<file path="src/rtl/axi_dma_pkg.sv">
// ============================================================================
// axi_dma_pkg : shared FSM encodings, AXI constants and helpers for the DMA
//               read engine.
// Revision    : 1.0
// ============================================================================
`default_nettype none

package axi_dma_pkg;

    typedef enum logic [1:0] {
        ST_IDLE = 2'd0,
        ST_AR   = 2'd1,
        ST_R    = 2'd2,
        ST_DONE = 2'd3
    } rd_state_t;

    localparam logic [1:0] BURST_INCR  = 2'b01;

    localparam logic [1:0] RESP_OKAY   = 2'b00;
    localparam logic [1:0] RESP_EXOKAY = 2'b01;
    localparam logic [1:0] RESP_SLVERR = 2'b10;
    localparam logic [1:0] RESP_DECERR = 2'b11;

    // AXI beat size code: log2 of the bytes per beat.
    function automatic logic [2:0] calc_arsize(input int width_bits);
        return 3'($clog2(width_bits / 8));
    endfunction

endpackage

`default_nettype wire

</file>
<file path="src/rtl/axi_rd_skid.sv">
// ============================================================================
// axi_rd_skid : 2-entry fully registered valid/ready slice.
// Revision    : 1.0
// ============================================================================
`default_nettype none

module axi_rd_skid #(
    parameter int WIDTH = 33
) (
    input  logic             clk,
    input  logic             rstn,
    input  logic [WIDTH-1:0] data_i,
    input  logic             valid_i,
    output logic             ready_o,
    output logic [WIDTH-1:0] data_o,
    output logic             valid_o,
    input  logic             ready_i
);

    logic [WIDTH-1:0] mem_q [2];
    logic             wr_ptr_q;
    logic             rd_ptr_q;
    logic [1:0]       cnt_q;
    logic             push;
    logic             pop;

    // Ready depends only on the occupancy register, so upstream sees no
    // combinational path from the downstream ready.
    assign ready_o = (cnt_q != 2'd2);
    assign valid_o = (cnt_q != 2'd0);
    assign data_o  = mem_q[rd_ptr_q];
    assign push    = valid_i & ready_o;
    assign pop     = valid_o & ready_i;

    always_ff @(posedge clk or negedge rstn) begin
        if (!rstn) begin
            mem_q[0] <= '0;
            mem_q[1] <= '0;
            wr_ptr_q <= 1'b0;
            rd_ptr_q <= 1'b0;
            cnt_q    <= 2'd0;
        end else begin
            if (push) begin
                mem_q[wr_ptr_q] <= data_i;
                wr_ptr_q        <= ~wr_ptr_q;
            end
            if (pop) begin
                rd_ptr_q <= ~rd_ptr_q;
            end
            cnt_q <= cnt_q + {1'b0, push} - {1'b0, pop};
        end
    end

endmodule

`default_nettype wire

</file>
<file path="src/rtl/axi_dma_rd_engine.sv">
// ============================================================================
// axi_dma_rd_engine : AXI4 read master issuing one INCR burst per start pulse.
//                     Optional counters under AXI_DMA_RD_PERF_EN.
// Revision          : 1.0
// ============================================================================
`default_nettype none

module axi_dma_rd_engine
    import axi_dma_pkg::*;
#(
    parameter int AXI_WIDTH_AD = 32,
    parameter int AXI_WIDTH_DA = 32,
    parameter int AXI_WIDTH_ID = 4,
    parameter int BIT_TRANS    = 18,
    parameter int MAX_BURST    = 16,
    parameter int RD_ID        = 0
) (
    input  logic                    clk,
    input  logic                    rstn,
    input  logic                    i_ctrl_read,
    input  logic [AXI_WIDTH_AD-1:0] i_read_addr,
    input  logic [BIT_TRANS-1:0]    i_num_trans,
    output logic                    o_read_done,
    output logic                    o_busy,
    output logic                    o_err,
    output logic [AXI_WIDTH_ID-1:0] M_ARID,
    output logic [AXI_WIDTH_AD-1:0] M_ARADDR,
    output logic [7:0]              M_ARLEN,
    output logic [2:0]              M_ARSIZE,
    output logic [1:0]              M_ARBURST,
    output logic                    M_ARVALID,
    input  logic                    M_ARREADY,
    input  logic [AXI_WIDTH_ID-1:0] M_RID,
    input  logic [AXI_WIDTH_DA-1:0] M_RDATA,
    input  logic [1:0]              M_RRESP,
    input  logic                    M_RLAST,
    input  logic                    M_RVALID,
    output logic                    M_RREADY,
    output logic [AXI_WIDTH_DA-1:0] o_rd_data,
    output logic                    o_rd_valid,
    output logic                    o_rd_last,
    input  logic                    i_rd_ready
`ifdef AXI_DMA_RD_PERF_EN
    ,
    output logic [31:0]             o_perf_lat,
    output logic [31:0]             o_perf_stall
`endif
);

    localparam int CW = $clog2(MAX_BURST + 1);

    rd_state_t               state_q, state_d;
    logic [AXI_WIDTH_AD-1:0] addr_q, addr_d;
    logic [7:0]              len_q, len_d;
    logic [CW-1:0]           cnt_q, cnt_d;
    logic                    err_q, err_d;
    logic                    rxdone_q, rxdone_d;
    logic [CW-1:0]           eff_len;
    logic                    len_over;
    logic                    skid_ready;
    logic                    beat_acc;
    logic                    beat_final;
    logic                    out_last_hs;

    assign len_over = (i_num_trans > BIT_TRANS'(MAX_BURST));

    always_comb begin
        eff_len = i_num_trans[CW-1:0];
        if (i_num_trans == '0) begin
            eff_len = CW'(1);
        end else if (len_over) begin
            eff_len = CW'(MAX_BURST);
        end
    end

    // Once the burst's final beat is captured, stop accepting until drained.
    assign M_RREADY    = (state_q == ST_R) & skid_ready & ~rxdone_q;
    assign beat_acc    = M_RVALID & M_RREADY;
    assign beat_final  = M_RLAST | (cnt_q == CW'(1));
    assign out_last_hs = o_rd_valid & i_rd_ready & o_rd_last;

    always_comb begin
        state_d  = state_q;
        addr_d   = addr_q;
        len_d    = len_q;
        cnt_d    = cnt_q;
        err_d    = err_q;
        rxdone_d = rxdone_q;
        case (state_q)
            ST_IDLE: begin
                if (i_ctrl_read) begin
                    addr_d  = i_read_addr;
                    len_d   = 8'(eff_len - CW'(1));
                    cnt_d   = eff_len;
                    err_d   = len_over;
                    state_d = ST_AR;
                end
            end
            ST_AR: begin
                if (i_ctrl_read) begin
                    err_d = 1'b1;
                end
                if (M_ARREADY) begin
                    state_d = ST_R;
                end
            end
            ST_R: begin
                if (i_ctrl_read) begin
                    err_d = 1'b1;
                end
                if (beat_acc) begin
                    cnt_d = cnt_q - CW'(1);
                    if ((M_RRESP != RESP_OKAY) || (M_RID != AXI_WIDTH_ID'(RD_ID))) begin
                        err_d = 1'b1;
                    end
                    // RLAST must coincide exactly with the expected final beat.
                    if (M_RLAST != (cnt_q == CW'(1))) begin
                        err_d = 1'b1;
                    end
                    if (beat_final) begin
                        rxdone_d = 1'b1;
                    end
                end
                if (out_last_hs) begin
                    state_d = ST_DONE;
                end
            end
            ST_DONE: begin
                rxdone_d = 1'b0;
                state_d  = ST_IDLE;
            end
            default: begin
                state_d = ST_IDLE;
            end
        endcase
    end

    always_ff @(posedge clk or negedge rstn) begin
        if (!rstn) begin
            state_q  <= ST_IDLE;
            addr_q   <= '0;
            len_q    <= '0;
            cnt_q    <= '0;
            err_q    <= 1'b0;
            rxdone_q <= 1'b0;
        end else begin
            state_q  <= state_d;
            addr_q   <= addr_d;
            len_q    <= len_d;
            cnt_q    <= cnt_d;
            err_q    <= err_d;
            rxdone_q <= rxdone_d;
        end
    end

    assign M_ARID      = AXI_WIDTH_ID'(RD_ID);
    assign M_ARADDR    = addr_q;
    assign M_ARLEN     = len_q;
    assign M_ARSIZE    = calc_arsize(AXI_WIDTH_DA);
    assign M_ARBURST   = BURST_INCR;
    assign M_ARVALID   = (state_q == ST_AR);
    assign o_read_done = (state_q == ST_DONE);
    assign o_busy      = (state_q != ST_IDLE);
    assign o_err       = err_q;

    axi_rd_skid #(
        .WIDTH (AXI_WIDTH_DA + 1)
    ) u_skid (
        .clk     (clk),
        .rstn    (rstn),
        .data_i  ({M_RDATA, beat_final}),
        .valid_i (beat_acc),
        .ready_o (skid_ready),
        .data_o  ({o_rd_data, o_rd_last}),
        .valid_o (o_rd_valid),
        .ready_i (i_rd_ready)
    );

`ifdef AXI_DMA_RD_PERF_EN
    logic [31:0] lat_cnt_q;
    logic [31:0] perf_lat_q;
    logic [31:0] stall_q;
    logic        lat_wait_q;

    always_ff @(posedge clk or negedge rstn) begin
        if (!rstn) begin
            lat_cnt_q  <= '0;
            perf_lat_q <= '0;
            stall_q    <= '0;
            lat_wait_q <= 1'b0;
        end else begin
            if ((state_q == ST_AR) && M_ARREADY) begin
                lat_cnt_q  <= 32'd1;
                lat_wait_q <= 1'b1;
            end else if (lat_wait_q) begin
                if (beat_acc) begin
                    perf_lat_q <= lat_cnt_q;
                    lat_wait_q <= 1'b0;
                end else begin
                    lat_cnt_q <= lat_cnt_q + 32'd1;
                end
            end
            if (o_rd_valid && !i_rd_ready && (stall_q != '1)) begin
                stall_q <= stall_q + 32'd1;
            end
        end
    end

    assign o_perf_lat   = perf_lat_q;
    assign o_perf_stall = stall_q;
`endif

endmodule

`default_nettype wire

</file>
<file path="config.mk">
export PLATFORM = sky130hd
export DESIGN_NAME = axi_dma_rd_engine
export DESIGN_NICKNAME = d
export VERILOG_FILES = /design/src/rtl/axi_dma_pkg.sv /design/src/rtl/axi_rd_skid.sv /design/src/rtl/axi_dma_rd_engine.sv
export SDC_FILE = /design/constraint.sdc
export NUM_CORES = 1
export LEC_CHECK = 0
export BUFFER_PORTS_ARGS = -buffer_cell sky130_fd_sc_hd__buf_2
export CORE_ASPECT_RATIO = 1.1
export CORE_MARGIN = 2
export CORE_UTILIZATION = 50
export DETAILED_ROUTE_END_ITERATION = 8
export GPL_ROUTABILITY_DRIVEN = 1
export PLACE_DENSITY_LB_ADDON = 0.25
export REMOVE_ABC_BUFFERS = 1
export SYNTH_ARGS = -nofsm -noshare
export SYNTH_HDL_FRONTEND = slang
export SYNTH_HIERARCHICAL = 1
export SYNTH_SLANG_ARGS = --single-unit
</file>
<file path="constraint.sdc">
create_clock -name clk -period 3.15 [get_ports clk]
set_input_delay 0.7875 -clock clk [delete_from_list [all_inputs] [get_ports clk]]
set_output_delay 0.7875 -clock clk [all_outputs]
set_load 0.005 [all_outputs]
</file>
==> out/results.ini, run 1 <==
[grt]
antenna_found_initial=1
grt_pass1_wl_mm=20.3
grt-ovfl-total=0
track_usage_pct=21.2
grt_max_degree=50
grt_pass1_vias=4189

[floorplanning]
initial_core_util_pct=51.7
die_area_mm2=0.0123
fp.dieW_um=106
io_pins=183
num_rows=40
core_area_mm2=0.0110
die_h_um=116

[synthesis]
synth_edf_count=0
synth_top_area_share_pct=51.4
synth.area.top_cells=dfrtp_1 (51%), mux2_4 (16%), mux2_2 (7.9%), nand2_1 (6.9%), ha_1 (2.2%)
avgSynthCellArea_um2=12.4
async_reset_ff_share_pct=100
synth_cell_types=49
synth_top_area_cell=dfrtp_1
ys_seq_elements=117
synth_cells=459
synth_top_flop_cell=dfrtp_1
synth-seq-area-share_pct=51.4
yosys_warnings=6
netlist_area_mm2=0.00570

[sta]
maxSlewHeadroom_pct=49.4
skew_ns=0.00907
slew_viol_final=0
min_period_ns=2.60
rsz0062_at_grt=no
fin_ws_ns=0.551
timing.final.crit_share_pct=82.5
fmax_mhz=385
setup_viol=0
worst_pin_slew_ns=0.758
setup_tns_ns=0
hold_viol=0

[worst_setup_path]
worstSetupStartpointType=register
path_max_fanout=31
crit_type=register to output port
worstSetupEndpointType=output port
max_stage_delay_ns=0.43
cp_cell_sequence=buf_4, mux2_2, buf_2
cp.arrival_ns=1.81
slowest_stage=buf_4
required_ns=2.36

[flow_run]
drv_cap=0

[clock_tree]
cts_root_buf=clkbuf_16
cts_sinks=117
cts.path.max_buffers=2
cts-buffers-inserted=17
cts.clk_slew.worst_paths_ns=0.05
htree_levels=4
cts_resized=0
clk-insertion-delay-late_ns=0.42
cts_setup_buffers=0
cts_tree=built
ctsHoldBuffers=0

[final_layout]
layoutNonFillerInstCount=794
areaGrowthSynthToFinish_pct=25.9
fillers=872
drive_above_1_share_pct=49.5
n_antenna_cell=0
fin_nets=740

[detailed_routing]
postRouteAntennaNets=0
via_per_inst=5.01
finalWirelength_mm=12.3
drtIter0Drc=150
drc=0
firstDrtPassIters=4
wl_per_cell_um=15.5
vias=3978

[power_and_ir_drop]
powerDensity_mw_per_mm2=1030
cellLeakagePower_nw=3.69
ir_drop_uv=554

[min_path]
hold_path_class=input port to asynchronous set/reset pin

[outcome]
status=finished, final reports clean

[placed_design]
dp.cells=763
io_buffer_count=173
place_congestion=0.811
place_hpwl_mm=8.47
pre_cts_ws_ns=0.209

power breakdown:
group	switching, W	internal, W
registers	0.000414	0.00222
logic	0.00124	0.00167
clock network	0.000657	0.00119
total	0.00231	0.00509
layout make-up:
cell class	count	area (um2)	area share (%)
Tap cell	147	184	2.57
Inverter	12	45.0	0.628
Multi-Input combinational cell	305	2470	34.5
Timing Repair Buffer	182	973	13.6
Sequential cell	117	2930	40.8
Clock inverter	9	104	1.45
Clock buffer	22	464	6.47
path summary, 6_finish.rpt:
check	start	cells past startpoint	slack (ns)	endpoint
worst max-delay path	u_skid/rd_ptr_q	3	0.55	o_rd_data[19]
worst min-delay path	rstn	1	0.38	u_skid/mem_q[28]
worst max register to register	state_q[0]	7	0.86	u_skid/mem_q[65]
worst min register to register	M_ARADDR[5]	2	0.47	M_ARADDR[5]
max in group asynchronous	rstn	2	1.99	u_skid/mem_q[8]
min in group clk	M_ARADDR[5]	2	0.47	M_ARADDR[5]
cells in the mapped netlist, types with 2 or more instances:
master and count:
dfrtp_1 117, nand2_1 105, mux2_4 61, mux2_2 40
buf_4 12, inv_1 12, ha_1 10, nor2_1 10
a21oi_1 9, clkbuf_1 9, buf_12 6, a31oi_1 5
nor4_1 4, o21ai_0 4, and2_1 3, and3_1 3
buf_2 3, nor2b_1 3, xnor2_1 3, a211oi_1 2
buf_6 2, conb_1 2, nand2b_1 2, nand3_1 2
nand3b_1 2, o2111a_1 2, o31ai_1 2, or3_1 2
or3_4 2
worst max-delay path, delay by kind of cell (launching register included):
family / cells / cell delay, ns
multiplexers: 1 / 0.39
buffers and inverters: 2 / 0.57
flip-flops: 1 / 0.42
metrics by stage:
step	instance area [um2]	power, W	util, %	hold slack, ns
finish	7170	0.00740	65.1	0.380
global route	7170	0.00790	65.1	0.421
CTS	7170	0.00748	65.1	0.401
detailed placement	6600	0.00556	60.0	0.458
global placement	6600	0.00545	60.0	0.453
floorplan	5440	0.00447	-	0.452
flip-flops by register name (all words and copies together), names as in the netlist:
register,flops
u_skid/mem_q,66
M_ARADDR,32
M_ARLEN,6
cnt_q,5
state_q,2
u_skid/cnt_q,2
o_err,1
rxdone_q,1
u_skid/rd_ptr_q,1
u_skid/wr_ptr_q,1
placed cells by master, fill, tap and decap left out, drive strengths merged, types with 3 or more instances in the layout:
cell and count:
clkbuf 22, and3 3, clkinv 5, inv 12, ha 10, a31oi 5, mux2 101, conb 9
o21ai 4, xnor2 3, and2 3, nor4 4, a21oi 9, dfrtp 117, or3 4, nor2b 3
nand2 105, buf 182, nand2b 3, nor2 10
cells by family (layout without fill, tap and decap cells):
group                      count (synthesis)  count (layout)  synth area share (%)
other                                      2               9                 0.132
adders and majority gates                 10              10                  2.20
muxes                                    102             102                  24.2
DFF                                      117             117                  51.4
xor gates and xnor gates                   4               4                 0.615
buffers and inverters                     44             225                  5.73
AOI/OAI and AO/OA                         33              33                  3.98
and+or+nand+nor                          147             147                  11.8
metal layers:
| layer | up-vias | share of wire, % | global-route usage, % |
|---|---|---|---|
| met1 | 1918 | 44 | 26.6 |
| li1 | 1896 | - | - |
| met3 | 17 | 7.6 | 8.04 |
| met5 | - | 0.11 | 0 |
| met2 | 145 | 47 | 33.8 |
| met4 | 2 | 1.3 | 7.98 |
No activity file was read; power rests on OpenSTA's default activity.
==> inputs of run 2 (changes only) <==
--- a/config.mk
+++ b/config.mk
@@ -8,7 +8,7 @@
 export BUFFER_PORTS_ARGS = -buffer_cell sky130_fd_sc_hd__buf_2
 export CORE_ASPECT_RATIO = 1.1
 export CORE_MARGIN = 2
-export CORE_UTILIZATION = 50
+export CORE_UTILIZATION = 46
 export DETAILED_ROUTE_END_ITERATION = 8
 export GPL_ROUTABILITY_DRIVEN = 1
 export PLACE_DENSITY_LB_ADDON = 0.25
==> constraint.sdc (replaced) <==
create_clock -name clk -period 2.3 [get_ports clk]
set_input_delay 0.575 -clock clk [delete_from_list [all_inputs] [get_ports clk]]
set_output_delay 0.575 -clock clk [all_outputs]
set_load 0.005 [all_outputs]
==> run 2 against run 1 <==
  * Largest cell class unchanged
  * Global-route usage fell by 1.8 points
  * Critical endpoint is now M_ARLEN[2]
  * Sequential cell count did not move
  * Sequential share of layout area fell by 0.39 points
  * First-iteration DRC count rose by 23%
  * Cell count rose by 1.8%
==> out/results.ini, run 2 (synthesized netlist as in run 1, its figures left out) <==
[power_and_ir_drop]
p_seq_share_pct=35.7  ; about the same
clkPwrFrac_pct=24.5  ; -0.5 points
cellLeakagePower_nw=3.72  ; +0.93%
swShare_pct=30.6  ; -0.57 points
p_total_w=0.0101  ; +36%
internal-power_w=0.00699  ; +37%
ir_drop_uv=804  ; +45%
powerDensity_mw_per_mm2=1390  ; +35%
pwr-share-comb_pct=39.9  ; +0.5 points
switching_power_w=0.00308  ; +34%

[flow_run]
drv_cap=0  ; unchanged

[clock_tree]
cts_sinks=117  ; unchanged
cts.clk_slew.worst_paths_ns=0.05  ; about the same
ctsHoldBuffers=0  ; unchanged
cts-buffers-inserted=17  ; unchanged
clk-insertion-delay-late_ns=0.41  ; about the same
cts_setup_buffers=0  ; unchanged
cts_resized=0  ; unchanged
htree_levels=4  ; unchanged
cts.path.max_buffers=2  ; unchanged
cts_root_buf=clkbuf_16
cts_tree=built

[worst_setup_path]
r2r_cells=8  ; +1
rrSetupSlack_ns=0.15  ; -0.71 ns
slowest_stage=or4_4
worstSetupEndpointType=register
r2r-start=cnt_q[1]
required_ns=2.59  ; +0.23 ns
r2r_end=o_err
cpMostUsedCell=or3_4
cp_cell_sequence=buf_2, or4_4, or3_4, or3_4, ha_1, nand2_1, a21oi_1, a211o_1
worstSetupStartpointType=input port
crit_type=input port to register
max_stage_delay_ns=0.53  ; +0.10 ns
cp.arrival_ns=2.55  ; +0.74 ns
path_max_fanout=4  ; -87%

[final_layout]
fin_nets=748  ; +1.1%
top_register=u_skid/mem_q
areaGrowthSynthToFinish_pct=27.1
final_common_cell=buf_2
fillers=1027  ; +18%
n_antenna_cell=0  ; unchanged
drive_above_1_share_pct=49.7  ; +0.24 points
final_cell_mix=buf_2 (172), dfrtp_1 (117), nand2_1 (105)
largest_reg_flops=66  ; unchanged
layoutNonFillerInstCount=808  ; +1.8%

[grt]
grt_pass1_wl_mm=19.8  ; -2.1%
grt_util_met3_pct=6.85  ; -1.2 points
grt-ovfl-total=0  ; unchanged
use_met2_pct=29.8  ; -4.0 points
grt_max_degree=66  ; +32%
grt_pass1_vias=4125  ; -1.5%
grt.busiest_layer=met2
track_usage_pct=19.5  ; -1.8 points
use_met1_pct=25.1  ; -1.6 points
antenna_found_initial=0  ; -1

[sta]
rsz0062_at_grt=no
timing.final.crit_share_pct=98.3
setup_viol=0  ; unchanged
fmax_mhz=442
whs_ns=0.0948  ; -0.285 ns
skew_ns=0.00696  ; -0.00211 ns
hold_viol=0  ; unchanged
slew_viol_final=0  ; unchanged
min_period_ns=2.26

[floorplanning]
die_area_mm2=0.0133  ; +8.4%
initial_core_util_pct=47.1  ; -4.6 points
core_area_mm2=0.0121  ; +9.8%
io_pins=183  ; unchanged
die_h_um=121  ; +4.1%
num_rows=42  ; +5.0%
fp.dieW_um=110  ; +4.1%

[detailed_routing]
via_per_inst=5.00  ; -0.13%
wl_per_cell_um=15.2  ; -2.0%
finalWirelength_mm=12.3  ; -0.26%
vias=4043  ; +1.6%
firstDrtPassIters=4  ; unchanged
drtIter0Drc=184  ; +23%
postRouteAntennaNets=0  ; unchanged
drc=0  ; unchanged

[min_path]
hold_path_class=input port to asynchronous set/reset pin

[placed_design]
io_buffer_count=173  ; unchanged
place_congestion=0.809  ; -0.25%
dp.cells=778  ; +2.0%
place_hpwl_mm=8.45  ; -0.26%

[outcome]
status=finished, final reports clean

-- run 2: changes by cell type in the layout (fill, tap and decap cells not counted) --
cell        before  now
clkinvlp_4       2    1
buf_4            7   14
clkbuf_8         2    5
buf_12           3    4
clkinv_2         4    1
clkinv_4         1    0
bufinv_16        2    1
clkbuf_1         3    5
-- run 2: cell type report --
cell class	instances	area [um2]	area share, %
flip-flops and latches	117	2930	40.4
well taps	154	193	2.66
inverters	12	45.0	0.622
clock buffers	27	513	7.09
clock inverters	3	42.5	0.588
repair buffers	190	1050	14.5
multi-input cells	305	2470	34.1
-- run 2: power groups by stage --
stage               Clock, W  Combinational [W]  Sequential, W
floorplan                  0            0.00255        0.00358
global placement           0            0.00396        0.00355
detailed placement         0            0.00405        0.00359
CTS                  0.00253            0.00407        0.00360
global route         0.00264            0.00448        0.00372
finish               0.00246            0.00402        0.00359
-- run 2: how the worst max path moves through the flow --
stage / startpoint / endpoint / slack (ns) / cells past startpoint
2_1_floorplan: state_q[0] / u_skid/mem_q[54] / -0.67 / 6
3_3_place_gp: i_num_trans[17] / M_ARLEN[2] / -0.35 / 8
3_5_place_dp: i_num_trans[17] / M_ARLEN[2] / -0.38 / 8
4_1_cts: u_skid/rd_ptr_q / o_rd_data[9] / 0.05 / 3
5_1_grt: i_num_trans[17] / M_ARLEN[2] / 0.004 / 8
6_report: i_num_trans[17] / M_ARLEN[2] / 0.04 / 8
-- run 2: routing by layer --
metal,vias to the layer above,wire [um]
met4,0,192
met2,144,5710
li1,1913,-
met5,-,0
met3,18,901
met1,1968,5450
-- run 2: metrics by stage --
stage               setup WS (ns)  utilization, %  instance area (um2)  setup TNS, ns
detailed placement         -0.382            55.3                 6680          -1.05
floorplan                  -0.666               -                 5440         -39.60
CTS                        0.0494            59.9                 7240              0
finish                     0.0398            59.9                 7240              0
global route              0.00438            59.9                 7240              0
global placement           -0.345            55.3                 6680         -0.921
-- run 2: worst max-delay path, delay by kind of cell --
kind            cells  cell delay [ns]
simple gates        4             1.36
compound gates      2             0.30
fa+ha+maj           1             0.22
buf+inv             1             0.09
